--- src/rtl/watch_time_cntr.sv ---
// BCD hh:mm:ss watch counter with STOP/RUN/SET control.
// The 1 Hz wave and all buttons are asynchronous inputs, synchronized to clk.
module watch_time_cntr #(
  parameter int unsigned HOURS_PER_DAY = 24
) (
  input  logic       clk,
  input  logic       reset,
  input  logic       i_clk_1Hz,
  input  logic       i_start_stop,
  input  logic       i_set,
  input  logic [1:0] i_sel,
  input  logic       i_inc,
  output logic [3:0] o_sec_ones,
  output logic [2:0] o_sec_tens,
  output logic [3:0] o_min_ones,
  output logic [2:0] o_min_tens,
  output logic [3:0] o_hr_ones,
  output logic [1:0] o_hr_tens,
  output logic [1:0] o_state,
  output logic       o_day_pulse
);

  localparam logic [1:0] HR_MAX_TENS = 2'((HOURS_PER_DAY - 1) / 10);
  localparam logic [3:0] HR_MAX_ONES = 4'((HOURS_PER_DAY - 1) % 10);

  typedef enum logic [1:0] {
    ST_STOP = 2'd0,
    ST_RUN  = 2'd1,
    ST_SET  = 2'd2
  } state_t;

  state_t     r_state;
  logic [3:0] r_sync1;      // {inc, set, start_stop, clk_1Hz}
  logic [3:0] r_sync2;
  logic [1:0] r_sel_s1;
  logic [1:0] r_sel_s2;
  logic [2:0] r_prev;       // {inc, start_stop, clk_1Hz}
  logic [1:0] r_arm_cnt;
  logic       r_tick;
  logic       r_ss_pulse;
  logic       r_inc_pulse;

  logic [3:0] r_sec_ones;
  logic [2:0] r_sec_tens;
  logic [3:0] r_min_ones;
  logic [2:0] r_min_tens;
  logic [3:0] r_hr_ones;
  logic [1:0] r_hr_tens;
  logic       r_day_pulse;

  logic       w_armed;
  logic       w_set_s;
  logic [2:0] w_rise;
  logic       w_run_tick;
  logic       w_set_inc;
  logic       w_sec_max;
  logic       w_min_max;
  logic       w_hr_max;
  logic [3:0] w_sec_ones_nxt;
  logic [2:0] w_sec_tens_nxt;
  logic [3:0] w_min_ones_nxt;
  logic [2:0] w_min_tens_nxt;
  logic [3:0] w_hr_ones_nxt;
  logic [1:0] w_hr_tens_nxt;

  // Edge detection stays disarmed until the synchronizer and previous-value
  // flops hold real input samples, so a level already high at reset release
  // never looks like a rising edge.
  assign w_armed = (r_arm_cnt == 2'd3);
  assign w_set_s = r_sync2[2];
  assign w_rise  = {r_sync2[3], r_sync2[1], r_sync2[0]} & ~r_prev & {3{w_armed}};

  always_ff @(posedge clk or negedge reset) begin
    if (!reset) begin
      r_sync1     <= '0;
      r_sync2     <= '0;
      r_sel_s1    <= '0;
      r_sel_s2    <= '0;
      r_prev      <= '0;
      r_arm_cnt   <= '0;
      r_tick      <= 1'b0;
      r_ss_pulse  <= 1'b0;
      r_inc_pulse <= 1'b0;
    end else begin
      r_sync1     <= {i_inc, i_set, i_start_stop, i_clk_1Hz};
      r_sync2     <= r_sync1;
      r_sel_s1    <= i_sel;
      r_sel_s2    <= r_sel_s1;
      r_prev      <= {r_sync2[3], r_sync2[1], r_sync2[0]};
      if (!w_armed) r_arm_cnt <= r_arm_cnt + 2'd1;
      r_tick      <= w_rise[0];
      r_ss_pulse  <= w_rise[1];
      r_inc_pulse <= w_rise[2];
    end
  end

  always_ff @(posedge clk or negedge reset) begin
    if (!reset) begin
      r_state <= ST_STOP;
    end else if (w_set_s) begin
      r_state <= ST_SET;
    end else begin
      case (r_state)
        ST_STOP: if (r_ss_pulse) r_state <= ST_RUN;
        ST_RUN:  if (r_ss_pulse) r_state <= ST_STOP;
        default: r_state <= ST_STOP;
      endcase
    end
  end

  assign w_sec_max = (r_sec_tens == 3'd5) && (r_sec_ones == 4'd9);
  assign w_min_max = (r_min_tens == 3'd5) && (r_min_ones == 4'd9);
  assign w_hr_max  = (r_hr_tens == HR_MAX_TENS) && (r_hr_ones == HR_MAX_ONES);

  assign w_sec_ones_nxt = (r_sec_ones == 4'd9) ? 4'd0 : r_sec_ones + 4'd1;
  assign w_sec_tens_nxt = (r_sec_ones != 4'd9) ? r_sec_tens :
                          (r_sec_tens == 3'd5) ? 3'd0 : r_sec_tens + 3'd1;
  assign w_min_ones_nxt = (r_min_ones == 4'd9) ? 4'd0 : r_min_ones + 4'd1;
  assign w_min_tens_nxt = (r_min_ones != 4'd9) ? r_min_tens :
                          (r_min_tens == 3'd5) ? 3'd0 : r_min_tens + 3'd1;
  assign w_hr_ones_nxt  = (w_hr_max || r_hr_ones == 4'd9) ? 4'd0 : r_hr_ones + 4'd1;
  assign w_hr_tens_nxt  = w_hr_max ? 2'd0 :
                          (r_hr_ones == 4'd9) ? r_hr_tens + 2'd1 : r_hr_tens;

  // Ticks only count while the state register already reads RUN; nothing is queued.
  assign w_run_tick = r_tick && (r_state == ST_RUN);
  assign w_set_inc  = r_inc_pulse && (r_state == ST_SET);

  always_ff @(posedge clk or negedge reset) begin
    if (!reset) begin
      r_sec_ones  <= '0;
      r_sec_tens  <= '0;
      r_min_ones  <= '0;
      r_min_tens  <= '0;
      r_hr_ones   <= '0;
      r_hr_tens   <= '0;
      r_day_pulse <= 1'b0;
    end else begin
      r_day_pulse <= 1'b0;
      if (w_run_tick) begin
        r_sec_ones <= w_sec_ones_nxt;
        r_sec_tens <= w_sec_tens_nxt;
        if (w_sec_max) begin
          r_min_ones <= w_min_ones_nxt;
          r_min_tens <= w_min_tens_nxt;
          if (w_min_max) begin
            r_hr_ones <= w_hr_ones_nxt;
            r_hr_tens <= w_hr_tens_nxt;
            if (w_hr_max) r_day_pulse <= 1'b1;
          end
        end
      end else if (w_set_inc) begin
        case (r_sel_s2)
          2'd0: begin
            r_sec_ones <= '0;
            r_sec_tens <= '0;
          end
          2'd1: begin
            r_min_ones <= w_min_ones_nxt;
            r_min_tens <= w_min_tens_nxt;
          end
          2'd2: begin
            r_hr_ones <= w_hr_ones_nxt;
            r_hr_tens <= w_hr_tens_nxt;
          end
          default: ;
        endcase
      end
    end
  end

  assign o_sec_ones  = r_sec_ones;
  assign o_sec_tens  = r_sec_tens;
  assign o_min_ones  = r_min_ones;
  assign o_min_tens  = r_min_tens;
  assign o_hr_ones   = r_hr_ones;
  assign o_hr_tens   = r_hr_tens;
  assign o_state     = r_state;
  assign o_day_pulse = r_day_pulse;

endmodule

--- config.mk ---
export PLATFORM = sky130hd
export DESIGN_NAME = watch_time_cntr
export DESIGN_NICKNAME = d
export VERILOG_FILES = /design/src/rtl/watch_time_cntr.sv
export SDC_FILE = /design/constraint.sdc
export NUM_CORES = 1
export LEC_CHECK = 0
export CAP_MARGIN = 20
export CELL_PAD_IN_SITES_DETAIL_PLACEMENT = 2
export CELL_PAD_IN_SITES_GLOBAL_PLACEMENT = 2
export CORE_MARGIN = 4
export CORE_UTILIZATION = 37
export DETAILED_ROUTE_END_ITERATION = 10
export GPL_TIMING_DRIVEN = 1
export HOLD_SLACK_MARGIN = 0.03
export PLACE_DENSITY = 0.82
export SLEW_MARGIN = 20
export SYNTH_ARGS = -nofsm -noshare
export SYNTH_HDL_FRONTEND = slang
export SYNTH_SLANG_ARGS = --single-unit
export TNS_END_PERCENT = 50
--- constraint.sdc ---
create_clock -name clk -period 5.3 [get_ports clk]
set_clock_uncertainty 0.1 [all_clocks]
set_input_delay 1.06 -clock clk [delete_from_list [all_inputs] [get_ports clk]]
set_output_delay 1.06 -clock clk [all_outputs]
set_load 0.1 [all_outputs]
Word level (Yosys, flattened, before mapping)
Index checks and enable logic that the tools add are counted.

Register bits after elaboration: 43. Input bits: 8. Output and inout bits: 23.

$add $sub $neg: 7. Equality and inequality tests: 19. Multiplexer cells: 41. Bitwise operators: 3. Reduce and logical (&&, ||, !) cells: 17.

Operator list (count): $mux 4 (15); $mux 3 (11); $mux 2 (10); $add 4x1->4 const B (3); $eq 4x4->1 const B (3); $eq 2x2->1 const B (4); $ne 4x4->1 const B (2); $reduce_bool 2->1 (4); $add 3x1->3 const B (2); $and 3x3->3 (2); $eq 3x3->1 const B (2); $ne 3x3->1 const B (2); $reduce_and 3->1 (2); $logic_and 1x1->1 (5); $add 2x1->2 const B (2); $eq 2x1->1 const B (2); $eq 4x2->1 const B (1); $logic_not 2->1 (2); $mux 1 (4); $ne 2x1->1 const B (2); $pmux 2 s2 (1); $reduce_and 2->1 (2); $reduce_and 4->1 (1); $not 3->3 (1); other kinds (2) (2).

Depth between registers and ports, before layout
Depth after elaboration: 7. Gate-level depth with buffers: 8.

Worst setup path before layout
OpenSTA, ideal clock, no wires.

Path type: flip-flop to flip-flop. Start: register r_sec_ones[1] (netlist: o_sec_ones[1]). End: register r_min_tens[2] (netlist: o_min_tens[2]). Data arrival time: 2300 ps. Required time: 5074 ps. Slack: 2774 ps. Cell stages (with the launch flop): 8. Path buffers: 0. Period minus slack after synthesis: 2526 ps. Path through: dfrtp_1 > inv_1 > ha_1 > and4b_1 > and4b_4 > o21a_4 > nand2_4 > mux2_4.

Longest elaborated chain between the ends: 4.

Ends and longest elaborated chain: from (decl) (RTL line 43) `logic [3:0] r_sec_ones;`; from (signal assigned) (RTL line 141) `r_sec_ones <= w_sec_ones_nxt;`; $eq 4x4->1 (RTL line 111) `assign w_sec_max = (r_sec_tens == 3'd5) && (r_sec_ones == 4'd9);`; $logic_and 1x1->1 (RTL line 111); $ne 2x1->1 (no source line); $reduce_and 3->1 (no source line); to (signal assigned) (RTL line 145) `r_min_tens <= w_min_tens_nxt;`; to (signal assigned) (RTL line 160) `r_min_tens <= w_min_tens_nxt;`; to (decl) (RTL line 46) `logic [2:0] r_min_tens;`.

Every way passes these cells. A chain may end at the register's enable or synchronous reset.

Final worst setup path
Start: register r_sec_ones[2] (netlist: o_sec_ones[2]). End: output port o_sec_ones[2].

RTL lines: to (decl) (RTL line 13) `output logic [3:0] o_sec_ones,`.

No word-level cell between the ends.

==> results.toml <==
[global_route]
grt_pass1_vias = 1372
antenna_found_initial = 0
globalRouteTotalUtil_pct = 14.7
grt_max_degree = 44
gr-total-overflow = 0
grt_pass1_wl_mm = 6.84

[sta]
hold_violations = 0
worst_pin_slew_ns = 0.998
min_period_over_period_pct = 58.7
timing.fmax_mhz = 321
fin_crit_ns = 3.11
worst_slack_ns = 2.19
rsz0062_at_grt = "no"
slew_headroom_pct = 33.3
tns_ns = 0
setup_violations = 0
final_max_slew_viol_count = 0

[logic_synthesis]
ys.warnings.count = 0
ys_ff_latch = 43
yosysSeqAreaShare_pct = 61.0
netlist_instances = 143
synth_edf_count = 0
synthArstFlopShare_pct = 100
synthDistinctLibCells = 36
synth_area_per_cell_um2 = 12.3
synth_area_mm2 = 0.00176
syn_nets = 156
synth_ff_type = "dfrtp_1"

[die]
start_util_pct = 39.4
dieArea_mm2 = 0.00594
core-area_mm2 = 0.00447
die-height_um = 77.1
fp-row-count = 24
die_w_um = 77.1
ios = 31

[cells_and_area]
final_util_pct = 49.1
final_cell_mix = "dfrtp_1 (43), clkdlybuf4s50_1 (29), nand2_1 (17), o21ai_0 (12), nor3_1 (7)"
layout_commonest_cell = "dfrtp_1"
diodes = 0
regArea_mm2 = 0.00108
nFillCells = 464
drive_gt1_share_pct = 10.1
nets = 191
layout.cells.non_filler = 231
multi_input_area_um2 = 658
area_growth_pct = 24.6

[critical_path]
r2r_end = "o_hr_tens[0]$_DFFE_PN0P_"
cp_slowest_cell = "clkdlybuf4s50_1"
cp.arrival_ns = 1.95
path_cells = "clkdlybuf4s50_1"
critPathMaxStageDelay_ns = 1.18
r2r_cells = 7
crit_path_start_kind = "flip-flop"
cp_num_buf_inv = 1
crit_fanout = 8
cp_data_required_time_ns = 4.14
end_kind = "primary output"
critical_path_depth = 1
regToRegSetupSlack_ns = 3.03
crit_type = "flip-flop to primary output"
crit_family = "buffers and inverters"
timing.rr.start = "o_sec_ones[1]$_DFFE_PN0P_"

[worst_hold_path]
min_path_type = "flip-flop to flip-flop"
worstHoldEndpoint = "r_sync2[3]$_DFF_PN0_"
hp-start = "r_sync1[3]$_DFF_PN0_"
whs_path_depth = 0

[clocking]
cts.clk_slew.worst_paths_ns = 0.08
cts_hold_buf = 0
htreeDepth = 2
clock_latency_ns = 0.30
cts_setup_buffers = 0
cts-root-buf = "clkbuf_8"
clock-sinks = 43
cts_made_buffers = 5
cts_resized = 0
cts_buffer_depth = 2
cts_tree = "done"

[power_and_ir_drop]
max-vdd-ir-drop_v = 0.000186
power_density_mw_per_mm2 = 361
total_leakage_power_uw = 0.000960
report.power.total_uw = 795

[routing]
post-route-drc-count = 0
topRoutingLayerUsed = "met4"
wl_met2_mm = 2.11
drt_pre_antenna_iters = 4
wl_met1_mm = 1.78
wl_mm = 4.05
drtAntennaViolNets = 0
met3_length_um = 109
via_count = 1229
drt_iter0_drc = 56
vias_per_cell = 5.32
avgRoutedWirePerCell_um = 17.5

[placed_design]
dp.cells = 223
hpwl_mm = 3.06
post-place-ws_ns = 2.51
portBuffers = 30
place_congestion = 0.733

[job]
cap_violations = 0

[status]
status = "complete, no violations"
-- worst max-delay path by stage --
stage                                end  slack, ns                       from
2_1_floorplan  o_min_tens[2]$_DFFE_PN0P_       2.77  o_sec_ones[1]$_DFFE_PN0P_
3_3_place_gp               o_sec_ones[2]       2.55  o_sec_ones[2]$_DFFE_PN0P_
3_5_place_dp               o_sec_ones[2]       2.51  o_sec_ones[2]$_DFFE_PN0P_
4_1_cts                       o_state[0]       2.17     o_state[0]$_DFFE_PN0P_
5_1_grt                    o_sec_ones[2]       2.13  o_sec_ones[2]$_DFFE_PN0P_
6_report                   o_sec_ones[2]       2.19  o_sec_ones[2]$_DFFE_PN0P_
-- through the flow --
step | cell area, um^2 | hold slack, ns
detailed placement | 2110 | 0.237
global placement | 2110 | 0.233
CTS | 2200 | 0.257
floorplan | 1760 | 0.231
finish | 2200 | 0.256
global route | 2200 | 0.277
-- final cells by class --
class / count / share of cell area (%)
sequential: 43 / 48.9
inverter: 4 / 0.683
tap: 52 / 2.96
multi-input combinational: 94 / 29.9
clock buffer: 5 / 3.13
clock inverter: 3 / 0.911
timing repair buffer: 30 / 13.4
-- cells by family (layout without fill, tap and decap cells) --
group	Yosys count	count (layout)	share of synthesized area [%]
mux	5	5	3.62
xor+xnor	5	5	2.48
flops	43	43	61.0
simple gates	51	51	17.5
compound gates	28	28	10.1
buf+inv	6	42	1.70
fa+ha+maj	5	5	3.55
-- per-layer routing --
metal / vias up / track usage [%]
met5: - / 0
met4: 0 / 4.27
met3: 5 / 3.28
met2: 23 / 25.9
met1: 632 / 17.9
li1: 569 / -
-- power breakdown --
group,leakage (uW),internal (uW),total [uW],switching (uW)
logic,0.000378,49.5,207,158
clock network,0.0000402,91.7,208,117
registers,0.000542,351,379,28.1
-- cells in the mapped netlist, drive strengths merged (2+ instances only) --
cell	number	share of area, %
ha	5	3.5
mux2	5	3.6
nand2	18	4.3
nor3b	2	0.85
nor3	7	2.0
dfrtp	43	61
o21ai	14	4.0
nor2	5	1.1
nand4bb	2	1.3
inv	4	0.85
o31ai	2	0.85
nor2b	4	1.4
a21oi	5	1.6
and3b	3	1.5
and4b	4	2.5
a22o	2	0.99
xnor2	4	2.0
nand2b	2	0.71
-- sequential cells by signal (all words and copies together), names as in the netlist --
name and cells:
o_state 2, r_sel_s1 2, r_tick 1, r_sel_s2 2
r_sync1 4, o_hr_tens 2, o_min_ones 4, r_inc_pulse 1
o_sec_tens 3, o_hr_ones 4, r_ss_pulse 1, r_prev 3
r_arm_cnt 2, o_min_tens 3, r_sync2 4, o_sec_ones 4
o_day_pulse 1
(Power assumes the default switching activity.)
